`config.mk`:
```
export PLATFORM = sky130hd
export DESIGN_NAME = drive_step_scheduler
export DESIGN_NICKNAME = d
export VERILOG_FILES = /design/src/rtl/mms_seq_pkg.sv /design/src/rtl/drive_step_scheduler_step_bank.sv /design/src/rtl/drive_step_scheduler.sv
export SDC_FILE = /design/constraint.sdc
export NUM_CORES = 2
export LEC_CHECK = 0
export ABC_AREA = 1
export CORE_MARGIN = 3
export CORE_UTILIZATION = 62
export CTS_CLUSTER_DIAMETER = 40
export DETAILED_ROUTE_END_ITERATION = 7
export PLACE_DENSITY = 0.88
export SYNTH_ARGS = -nofsm -noshare
export SYNTH_HDL_FRONTEND = slang
export SYNTH_SLANG_ARGS = --single-unit
```
`constraint.sdc`:
```
create_clock -name clock -period 3.71 [get_ports clock]
set_clock_uncertainty 0.1 [all_clocks]
set_input_delay 0.9275 -clock clock [delete_from_list [all_inputs] [get_ports clock]]
set_output_delay 0.9275 -clock clock [all_outputs]
set_load 0.03 [all_outputs]
```
`src/rtl/mms_seq_pkg.sv`:
```
// Shared types and default widths for the motor sequencer core.
package mms_seq_pkg;

    typedef enum logic {
        IDLE = 1'b0,
        RUN  = 1'b1
    } state_t;

    localparam int unsigned NUM_STEPS = 8;
    localparam int unsigned DRV_W     = 32;
    localparam int unsigned DUR_W     = 16;
    localparam int unsigned LOOP_W    = 8;

endpackage

```
`src/rtl/drive_step_scheduler_step_bank.sv`:
```
// Double-buffered step table: the shadow bank takes writes and the active bank takes bulk copies.
// The read port is asynchronous and can look at either bank.
module step_bank #(
    parameter  int unsigned NUM_STEPS = mms_seq_pkg::NUM_STEPS,
    parameter  int unsigned DRV_W     = mms_seq_pkg::DRV_W,
    parameter  int unsigned DUR_W     = mms_seq_pkg::DUR_W,
    parameter  int unsigned LOOP_W    = mms_seq_pkg::LOOP_W,
    localparam int unsigned ADDR_W    = $clog2(NUM_STEPS)
) (
    input  logic              clock,
    input  logic              reset_n,
    input  logic              wr_en,
    input  logic [ADDR_W-1:0] wr_addr,
    input  logic [DRV_W-1:0]  wr_pattern,
    input  logic [DUR_W-1:0]  wr_duration,
    input  logic [ADDR_W-1:0] cfg_last_step,
    input  logic [LOOP_W-1:0] cfg_loops,
    input  logic              copy,
    input  logic              rd_shadow,
    input  logic [ADDR_W-1:0] rd_idx,
    output logic [DRV_W-1:0]  rd_pattern,
    output logic [DUR_W-1:0]  rd_duration,
    output logic [ADDR_W-1:0] act_last_step,
    output logic [LOOP_W-1:0] act_loops
);

    logic [DRV_W-1:0] sh_pat  [NUM_STEPS];
    logic [DUR_W-1:0] sh_dur  [NUM_STEPS];
    logic [DRV_W-1:0] act_pat [NUM_STEPS];
    logic [DUR_W-1:0] act_dur [NUM_STEPS];

    // Copy reads the registered shadow, so a write on the same edge is not copied.
    always_ff @(posedge clock or negedge reset_n) begin
        if (!reset_n) begin
            for (int unsigned i = 0; i < NUM_STEPS; i++) begin
                sh_pat[i]  <= '0;
                sh_dur[i]  <= '0;
                act_pat[i] <= '0;
                act_dur[i] <= '0;
            end
            act_last_step <= '0;
            act_loops     <= '0;
        end else begin
            if (wr_en) begin
                sh_pat[wr_addr] <= wr_pattern;
                sh_dur[wr_addr] <= wr_duration;
            end
            if (copy) begin
                for (int unsigned i = 0; i < NUM_STEPS; i++) begin
                    act_pat[i] <= sh_pat[i];
                    act_dur[i] <= sh_dur[i];
                end
                act_last_step <= cfg_last_step;
                act_loops     <= cfg_loops;
            end
        end
    end

    always_comb begin
        rd_pattern  = rd_shadow ? sh_pat[rd_idx] : act_pat[rd_idx];
        rd_duration = rd_shadow ? sh_dur[rd_idx] : act_dur[rd_idx];
    end

endmodule

```
`src/rtl/drive_step_scheduler.sv`:
```
// Plays the active step table onto the H-bridge drive word for a programmed number of passes.
// Supports a latch deferred to the pass boundary and an abort on a second trigger edge.
module drive_step_scheduler #(
    parameter  int unsigned NUM_STEPS = mms_seq_pkg::NUM_STEPS,
    parameter  int unsigned DRV_W     = mms_seq_pkg::DRV_W,
    parameter  int unsigned DUR_W     = mms_seq_pkg::DUR_W,
    parameter  int unsigned LOOP_W    = mms_seq_pkg::LOOP_W,
    localparam int unsigned ADDR_W    = $clog2(NUM_STEPS)
) (
    input  logic              clock,
    input  logic              reset_n,
    input  logic              wr_en,
    input  logic [ADDR_W-1:0] wr_addr,
    input  logic [DRV_W-1:0]  wr_pattern,
    input  logic [DUR_W-1:0]  wr_duration,
    input  logic [ADDR_W-1:0] cfg_last_step,
    input  logic [LOOP_W-1:0] cfg_loops,
    input  logic              latch_data,
    input  logic              control_trigger,
    output logic [DRV_W-1:0]  driver_io,
    output logic              busy,
    output logic              update_cycle_complete,
    output logic [ADDR_W-1:0] step_idx
);
    import mms_seq_pkg::*;

    state_t            state_q, state_d;
    logic              trig_q, trig_edge;
    logic [DUR_W-1:0]  hold_q, hold_d, hold_load;
    logic [LOOP_W-1:0] pass_q, pass_d;
    logic              pend_q, pend_d;
    logic [DRV_W-1:0]  drv_d;
    logic [ADDR_W-1:0] idx_d, rd_idx, act_last_step;
    logic              pulse_d, copy, at_end, more, boundary;
    logic [DRV_W-1:0]  rd_pattern;
    logic [DUR_W-1:0]  rd_duration;
    logic [LOOP_W-1:0] act_loops;

    step_bank #(
        .NUM_STEPS(NUM_STEPS),
        .DRV_W    (DRV_W),
        .DUR_W    (DUR_W),
        .LOOP_W   (LOOP_W)
    ) u_bank (
        .clock        (clock),
        .reset_n      (reset_n),
        .wr_en        (wr_en),
        .wr_addr      (wr_addr),
        .wr_pattern   (wr_pattern),
        .wr_duration  (wr_duration),
        .cfg_last_step(cfg_last_step),
        .cfg_loops    (cfg_loops),
        .copy         (copy),
        .rd_shadow    (copy),
        .rd_idx       (rd_idx),
        .rd_pattern   (rd_pattern),
        .rd_duration  (rd_duration),
        .act_last_step(act_last_step),
        .act_loops    (act_loops)
    );

    assign trig_edge = control_trigger & ~trig_q;
    assign at_end    = (hold_q == '0) && (step_idx == act_last_step);
    assign more      = (act_loops == '0) || (pass_q > LOOP_W'(1));
    assign boundary  = (state_q == RUN) && !trig_edge && at_end;
    // Whenever a copy happens this edge, the step being fetched comes straight from the shadow bank.
    assign copy      = (state_q == IDLE) ? latch_data : (boundary && (pend_q || latch_data));
    assign rd_idx    = ((state_q == RUN) && !at_end) ? step_idx + ADDR_W'(1) : '0;
    assign hold_load = (rd_duration == '0) ? '0 : rd_duration - DUR_W'(1);
    assign busy      = (state_q == RUN);

    always_ff @(posedge clock or negedge reset_n) begin
        if (!reset_n) begin
            state_q               <= IDLE;
            trig_q                <= 1'b0;
            hold_q                <= '0;
            pass_q                <= '0;
            pend_q                <= 1'b0;
            driver_io             <= '0;
            step_idx              <= '0;
            update_cycle_complete <= 1'b0;
        end else begin
            state_q               <= state_d;
            trig_q                <= control_trigger;
            hold_q                <= hold_d;
            pass_q                <= pass_d;
            pend_q                <= pend_d;
            driver_io             <= drv_d;
            step_idx              <= idx_d;
            update_cycle_complete <= pulse_d;
        end
    end

    always_comb begin
        state_d = state_q;
        case (state_q)
            IDLE:    if (trig_edge) state_d = RUN;
            RUN:     if (trig_edge || (at_end && !more)) state_d = IDLE;
            default: state_d = IDLE;
        endcase
    end

    always_comb begin
        drv_d   = driver_io;
        idx_d   = step_idx;
        hold_d  = hold_q;
        pass_d  = pass_q;
        pend_d  = pend_q;
        pulse_d = 1'b0;
        case (state_q)
            IDLE: begin
                pend_d = 1'b0;
                if (trig_edge) begin
                    drv_d  = rd_pattern;
                    idx_d  = '0;
                    hold_d = hold_load;
                    pass_d = copy ? cfg_loops : act_loops;
                end
            end
            RUN: begin
                if (trig_edge) begin
                    drv_d  = '0;
                    idx_d  = '0;
                    pend_d = 1'b0;
                end else if (hold_q != '0) begin
                    hold_d = hold_q - DUR_W'(1);
                    pend_d = pend_q || latch_data;
                end else if (!at_end) begin
                    drv_d  = rd_pattern;
                    idx_d  = rd_idx;
                    hold_d = hold_load;
                    pend_d = pend_q || latch_data;
                end else begin
                    pulse_d = 1'b1;
                    pend_d  = 1'b0;
                    if (more) begin
                        drv_d  = rd_pattern;
                        idx_d  = '0;
                        hold_d = hold_load;
                        if (act_loops != '0) pass_d = pass_q - LOOP_W'(1);
                    end else begin
                        drv_d = '0;
                        idx_d = '0;
                    end
                end
            end
            default: ;
        endcase
    end

endmodule

```
Word-level counts from Yosys, hierarchy flattened
Cells that the tools add are included.
Cells by class
  $add $sub $neg: 4
  $mul: 0
  divide/modulo/power cells: 0
  magnitude comparators: 4
  equality and inequality tests: 9
  shifts and indexed selects: 0
  multiplexer cells: 59
  bitwise operators: 5
  reduce and logical (&&, ||, !) cells: 21
Operators by type and width (number)
  32-bit two-way mux: 11
  256-bit bitwise mux: 1
  32-bit binary-select mux with 3-bit select: 2
  16-bit two-way mux: 12
  128-bit bitwise mux: 1
  16-bit binary-select mux with 3-bit select: 2
  32-bit demux with 3-bit select: 1
  32-bit case mux with 2 select lines: 1
  8-bit two-way mux: 7
  16-bit demux with 3-bit select: 1
  16-bit logical NOT: 2
  16-bit case mux with 2 select lines: 1
  16-bit by 1-bit subtractor with 16-bit output, second input constant: 2
  8-bit case mux with 2 select lines: 1
  16-bit nonzero test: 1
  3-bit two-way mux: 5
  1-bit two-way mux: 10
  4-bit greater-or-equal comparator, second input constant: 2
  8-bit by 1-bit > comparator with 1-bit output, second input constant: 1
  8-bit logical NOT: 1
  3-bit inverter with 4-bit output: 2
  8-bit nonzero test: 1
  8-bit by 1-bit subtractor with 8-bit output, second input constant: 1
  1-bit logical AND: 7
  other kinds (16): 26
Word-level totals
  bits in registers: 842
  latch bits: 0
  memory bits (writable): 0
  ROM bits: 0
  input bits: 67
  output and inout port bits: 37
  word-level logic and storage cells: 144
  memories: 0

Depth between registers and ports, before layout
  depth in word-level cells: 17
  gate-level depth with buffers: 28
  gate-level depth less buffers: 25

By module
From an unflattened synthesis, not the netlist that was laid out.
Second synthesis, totals
  cells, all modules: 5485
  area, all modules: 41433.5 µm²
Modules (own cells, without submodules)
  step_bank: times used 1, cells an instance 4928, area each 37428.4 µm²
  drive_step_scheduler: times used 1, cells an instance 557, area each 4005.1 µm²

Least setup slack after synthesis
Ideal clock, no wire load.
  path type: input -> register
  start point: input port control_trigger
  end point: register hold_q[11]
  library setup time: 0.122 ns
  arrival time: 3.085 ns
  path slack: 0.403 ns
  stages: 21
  cell sequence: inv_1 -> nor2_1 -> inv_1 -> ha_1 -> nand3b_1 -> nand2_1 -> clkbuf_1 -> nand2_1 -> nand2_1 -> inv_1 -> ha_1 -> nand3_1 -> nor2_1 -> nand2_1 -> inv_2 -> nand3_2 -> nand2_2 -> inv_2 -> buf_6 -> nand2_1 -> a21oi_1
On the way
  word-level cells in the longest chain between the ends: 14
  elaborated cells between the ends (all ways): 19
Ends and longest elaborated chain
  start, declared: RTL line drive_step_scheduler.sv:19  | input logic control_trigger,
  1-bit bitwise AND (*): RTL line drive_step_scheduler.sv:62  | assign trig_edge = control_trigger & ~trig_q;
  1-bit logical NOT: RTL line drive_step_scheduler.sv:65  | assign boundary = (state_q == RUN) && !trig_edge && at_end;
  1-bit logical AND (2 in series): RTL line drive_step_scheduler.sv:65
  1-bit logical AND: RTL line drive_step_scheduler.sv:67  | assign copy = (state_q == IDLE) ? latch_data : (boundary && (pend_q || latch_data));
  1-bit two-way mux: RTL line drive_step_scheduler.sv:67
  16-bit two-way mux: RTL line drive_step_scheduler_step_bank.sv:61  | rd_duration = rd_shadow ? sh_dur[rd_idx] : act_dur[rd_idx];
  16-bit by 1-bit subtractor with 16-bit output / 16-bit logical NOT (equally long branches): RTL line drive_step_scheduler.sv:69  | assign hold_load = (rd_duration == '0) ? '0 : rd_duration - DUR_W'(1);
  16-bit two-way mux: RTL line drive_step_scheduler.sv:69
  16-bit two-way mux: RTL line drive_step_scheduler.sv:136  | if (more) begin
  16-bit two-way mux: RTL line drive_step_scheduler.sv:128  | end else if (!at_end) begin
  16-bit two-way mux: RTL line drive_step_scheduler.sv:125  | end else if (hold_q != '0) begin
  16-bit two-way mux: RTL line drive_step_scheduler.sv:121  | if (trig_edge) begin
  16-bit case mux with 2 select lines: RTL line drive_step_scheduler.sv:110  | case (state_q)
  end signal, assigned: RTL line drive_step_scheduler.sv:85  | hold_q <= hold_d;
  end, declared: RTL line drive_step_scheduler.sv:29  | logic [DUR_W-1:0] hold_q, hold_d, hold_load;
Mark *: on every way between the ends. The rest lies on a longest branch, timed or not. The select of a mux whose other input is x is not followed.
A chain may end at the register's enable or synchronous reset.

Worst setup path after layout
  start point: register hold_q[1]
  end point: register driver_io[11]
On the way
  word-level cells in the longest chain between the ends: 15
  elaborated cells between the ends (all ways): 25
Ends and longest elaborated chain
  16-bit logical NOT: RTL line drive_step_scheduler.sv:63  | assign at_end = (hold_q == '0) && (step_idx == act_last_step);
  1-bit logical AND: RTL line drive_step_scheduler.sv:63
  1-bit logical NOT
  1-bit logical AND: RTL line drive_step_scheduler.sv:68  | assign rd_idx = ((state_q == RUN) && !at_end) ? step_idx + ADDR_W'(1) : '0;
  3-bit two-way mux: RTL line drive_step_scheduler.sv:68
  3-bit inverter with 4-bit output (implied by the code): RTL line drive_step_scheduler_step_bank.sv:60  | rd_pattern = rd_shadow ? sh_pat[rd_idx] : act_pat[rd_idx];
  32-bit binary-select mux with 3-bit select: RTL line drive_step_scheduler_step_bank.sv:60
  32-bit two-way mux (implied by the code) (2 in series): RTL line drive_step_scheduler_step_bank.sv:60
  32-bit two-way mux: RTL line drive_step_scheduler_step_bank.sv:60
  32-bit two-way mux: RTL line drive_step_scheduler.sv:136
  32-bit two-way mux: RTL line drive_step_scheduler.sv:128
  32-bit two-way mux: RTL line drive_step_scheduler.sv:125
  32-bit two-way mux: RTL line drive_step_scheduler.sv:121
  32-bit case mux with 2 select lines: RTL line drive_step_scheduler.sv:110
  end signal, assigned: RTL line drive_step_scheduler.sv:88  | driver_io <= drv_d;
  end, declared: RTL line drive_step_scheduler.sv:20  | output logic [DRV_W-1:0] driver_io,
Several ways; a longest one is shown, not always the timed one. The select of a mux whose other input is x is not followed.

==> qor.yml <==
setup_path:
  critical_path.max_stage_delay_ps: 430
  cp_max_fo: 29
  required_ps: 4130
  path_depth: 18
  worst-path-buf-inv: 5
  cp_cell_sequence: "inv_1, ha_2, nand2_2, inv_2, nand2_2, nor2_4, nand2_4, nand3_4, inv_4, buf_4, buf_4, nand2_1, o21ai_0, nand2_1, a21oi_1, o22ai_1, nand3_1, o21ai_0"
  timing.rr.end: "driver_io[11]"
  path_class: "reg2reg"
  r2r_start: "hold_q[1]"
  regToRegSetupSlack_ps: 140
  endpoint: "driver_io[11]"
  critical-path-top-delay-family: "buffers and inverters"
  setup.worst_path.end_class: "flip-flop"
  r2r_cells: 18
  cp.arrival_ps: 3990
  start_kind: "flip-flop"
  startpoint: "hold_q[1]"
  cpMaxStageDelayCell: "buf_4"
place:
  gp_congestion: 0.8813
  hpwl_microns: 52310
  port_buffers: 103
global_routing:
  grt_pass1_vias: 31640
  grt_pass1_wl_microns: 160800
  grt_max_degree: 215
  antenna_found_initial: 0
  grt_overflow: 0
  grtUsageTotal: 0.3292
routing:
  dr_total_vias: 31320
  viasPerCell: 6.064
  routedWlPerCell_microns: 19.46
  firstDrtPassIters: 6
  drt_wl_total_microns: 100500
  drc: 0
  drt_iter0_drc: 4169
  ant_nets: 0
final_layout:
  drive_gt1_frac: 0.07916
  area_delta_synth_final_pct: 16.39
  nNetsFinal: 4402
  fill_cells: 3563
  diodes: 0
yosys:
  ys_ff_latch: 842
  ys_warn_count: 0
  syn_nets: 4340
  yosysUniqueCellTypes: 38
  yosysSeqAreaShare: 0.5863
  syn_inst: 4265
  syn_avg_cell_area_sq_um: 8.426
  synth_area_sq_mm: 0.03594
sta:
  setup_tns_ps: 0
  hold_viol_final: 0
  fmax_mhz: 280.0
  fin_crit_sh: 0.9628
  slew_headroom: 0.3225
  drv_slew: 0
  worst_pin_slew_ps: 1016
  layout_min_cycle_time_ps: 3572
  hold_slack_ps: 183.7
  setup_viol: 0
clock_network:
  clkTransAtPathRegs_ps: 60
  clk_latency_ps: 650
  cts-root-buf: "clkbuf_16"
  clkSinkCount: 842
  cts_tree: "yes"
  clockBufferDepth: 3
  postCtsHoldBufs: 0
  cts_made_buffers: 99
  htreeDepth: 3
hold_path:
  hold_class: "in2async"
outcome:
  status: "finished, final reports clean"
power:
  p_per_area_mw_per_mm2: 799.6
  leakage_nw: 20.46
  total_power_mw: 33.45
  peakVddDrop_v: 0.0006394
die:
  die_x_microns: 246.8
  rows: 87
  die_area_sq_mm: 0.06089
  die_h_microns: 246.8
  start_util: 0.6324
  ios: 104
  core_sq_mm: 0.05682
flow_run:
  max-cap-violations: 0
==> layout make-up <==
class,count,area (sq um),share of cell area
clock buffer,122,2738,0.06545
sequential,842,21070,0.5037
inverter,392,1488,0.03557
timing repair buffer,225,2377,0.05684
multi-input combinational,2767,12420,0.2970
clock inverter,61,785.8,0.01879
tap,756,945.9,0.02261
==> power breakdown <==
| group | total (mW) | leakage [nW] | switching (mW) | internal [mW] |
|---|---|---|---|---|
| Sequential | 13.1 | 10.6 | 1.40 | 11.7 |
| Clock | 10.3 | 1.69 | 4.02 | 6.27 |
| Combinational | 10.0 | 8.16 | 6.59 | 3.46 |
==> stage by stage <==
| step | worst slack [ps] | cell area (sq um) | util | instances |
|---|---|---|---|---|
| floorplan | 403.0 | 35940 | - | 4265 |
| global placement | -5.276 | 38150 | 0.6714 | 4972 |
| detailed placement | -117.2 | 38150 | 0.6714 | 4972 |
| CTS | 117.8 | 41680 | 0.7334 | 5155 |
| global route | -26.57 | 41830 | 0.7361 | 5165 |
| finish | 138.0 | 41830 | 0.7361 | 5165 |
==> timing repair <==
item,in CTS,in global routing
hold endpoints to repair,0,0
setup endpoints to repair,0,18
setup buffers,0,8
resized for setup,0,13
==> synthesized netlist by cell type, drive strengths merged <==
master | instances | area [sq um]
clkbuf | 204 | 765.7
inv | 389 | 1460
o2111ai | 1 | 8.760
xor2 | 19 | 166.4
o211ai | 5 | 37.54
o22ai | 34 | 212.7
nor2 | 173 | 681.9
o21a | 1 | 7.510
a21oi | 190 | 950.9
xnor2 | 5 | 51.30
a22oi | 1 | 7.510
nor3 | 7 | 35.03
or2 | 1 | 6.260
mux2i | 2 | 20.02
clkinv | 3 | 11.26
dfrtp | 842 | 21070
buf | 61 | 324.1
nand3 | 126 | 665.6
nor4 | 4 | 25.02
o21ai | 814 | 4074
o21bai | 2 | 15.01
nand3b | 3 | 22.52
nand2 | 1349 | 5084
o311ai | 1 | 8.760
nand4 | 20 | 125.1
ha | 8 | 100.1
==> metal layers <==
metal | vias to the layer above | share of wire | wire, microns | global-route usage
met4 | 0 | 0.042 | 4229 | 0.1575
met3 | 372 | 0.10 | 10420 | 0.06029
met5 | - | 0 | 0 | 0
met1 | 15140 | 0.38 | 37840 | 0.4260
met2 | 2051 | 0.48 | 48000 | 0.5416
li1 | 13760 | - | - | -
==> sequential cells by signal (all words and copies together), names as in the netlist <==
register / flops
u_bank.act_pat: 256
u_bank.sh_pat: 256
u_bank.act_dur: 128
u_bank.sh_dur: 128
driver_io: 32
hold_q: 16
pass_q: 8
u_bank.act_loops: 8
step_idx: 3
u_bank.act_last_step: 3
busy: 1
pend_q: 1
trig_q: 1
update_cycle_complete: 1
==> cells in the final DEF, fill, tap and decap left out, types with 34 or more instances in the layout <==
master              n
clkdlybuf4s50_1   102
o21ai_0           810
nand2_1          1335
o22ai_1            34
nor2_1            160
buf_4              88
dfrtp_1           842
clkbuf_16         104
nand3_1           121
inv_1             377
a21oi_1           188
==> worst min path at each step <==
stage / from / endpoint / slack (ps)
after global routing: reset_n / u_bank.act_pat[23] / 210
final: reset_n / u_bank.act_pat[53] / 180
after floorplan: u_bank.act_pat[160] / u_bank.act_pat[160] / 340
after CTS: reset_n / u_bank.act_pat[23] / 180
after global placement: u_bank.act_pat[176] / u_bank.act_pat[176] / 350
after detailed placement: u_bank.act_pat[45] / u_bank.act_pat[45] / 350
==> kinds of logic after synthesis <==
kind of cell	share of synthesized area
buf+inv	0.07127
simple gates	0.1849
mux	0.0005571
flops	0.5863
fa+ha+maj	0.002785
compound gates	0.1481
xor+xnor	0.006058
==> worst reg2reg max path: cells and delay by family, from the launching register on <==
family	cells	cell delay, ps
buffers and inverters	5	1160
adders and majority gates	1	200
and+or+nand+nor	8	1020
DFF	1	390
AOI/OAI and AO/OA	4	610
(Power assumes the default switching activity.)
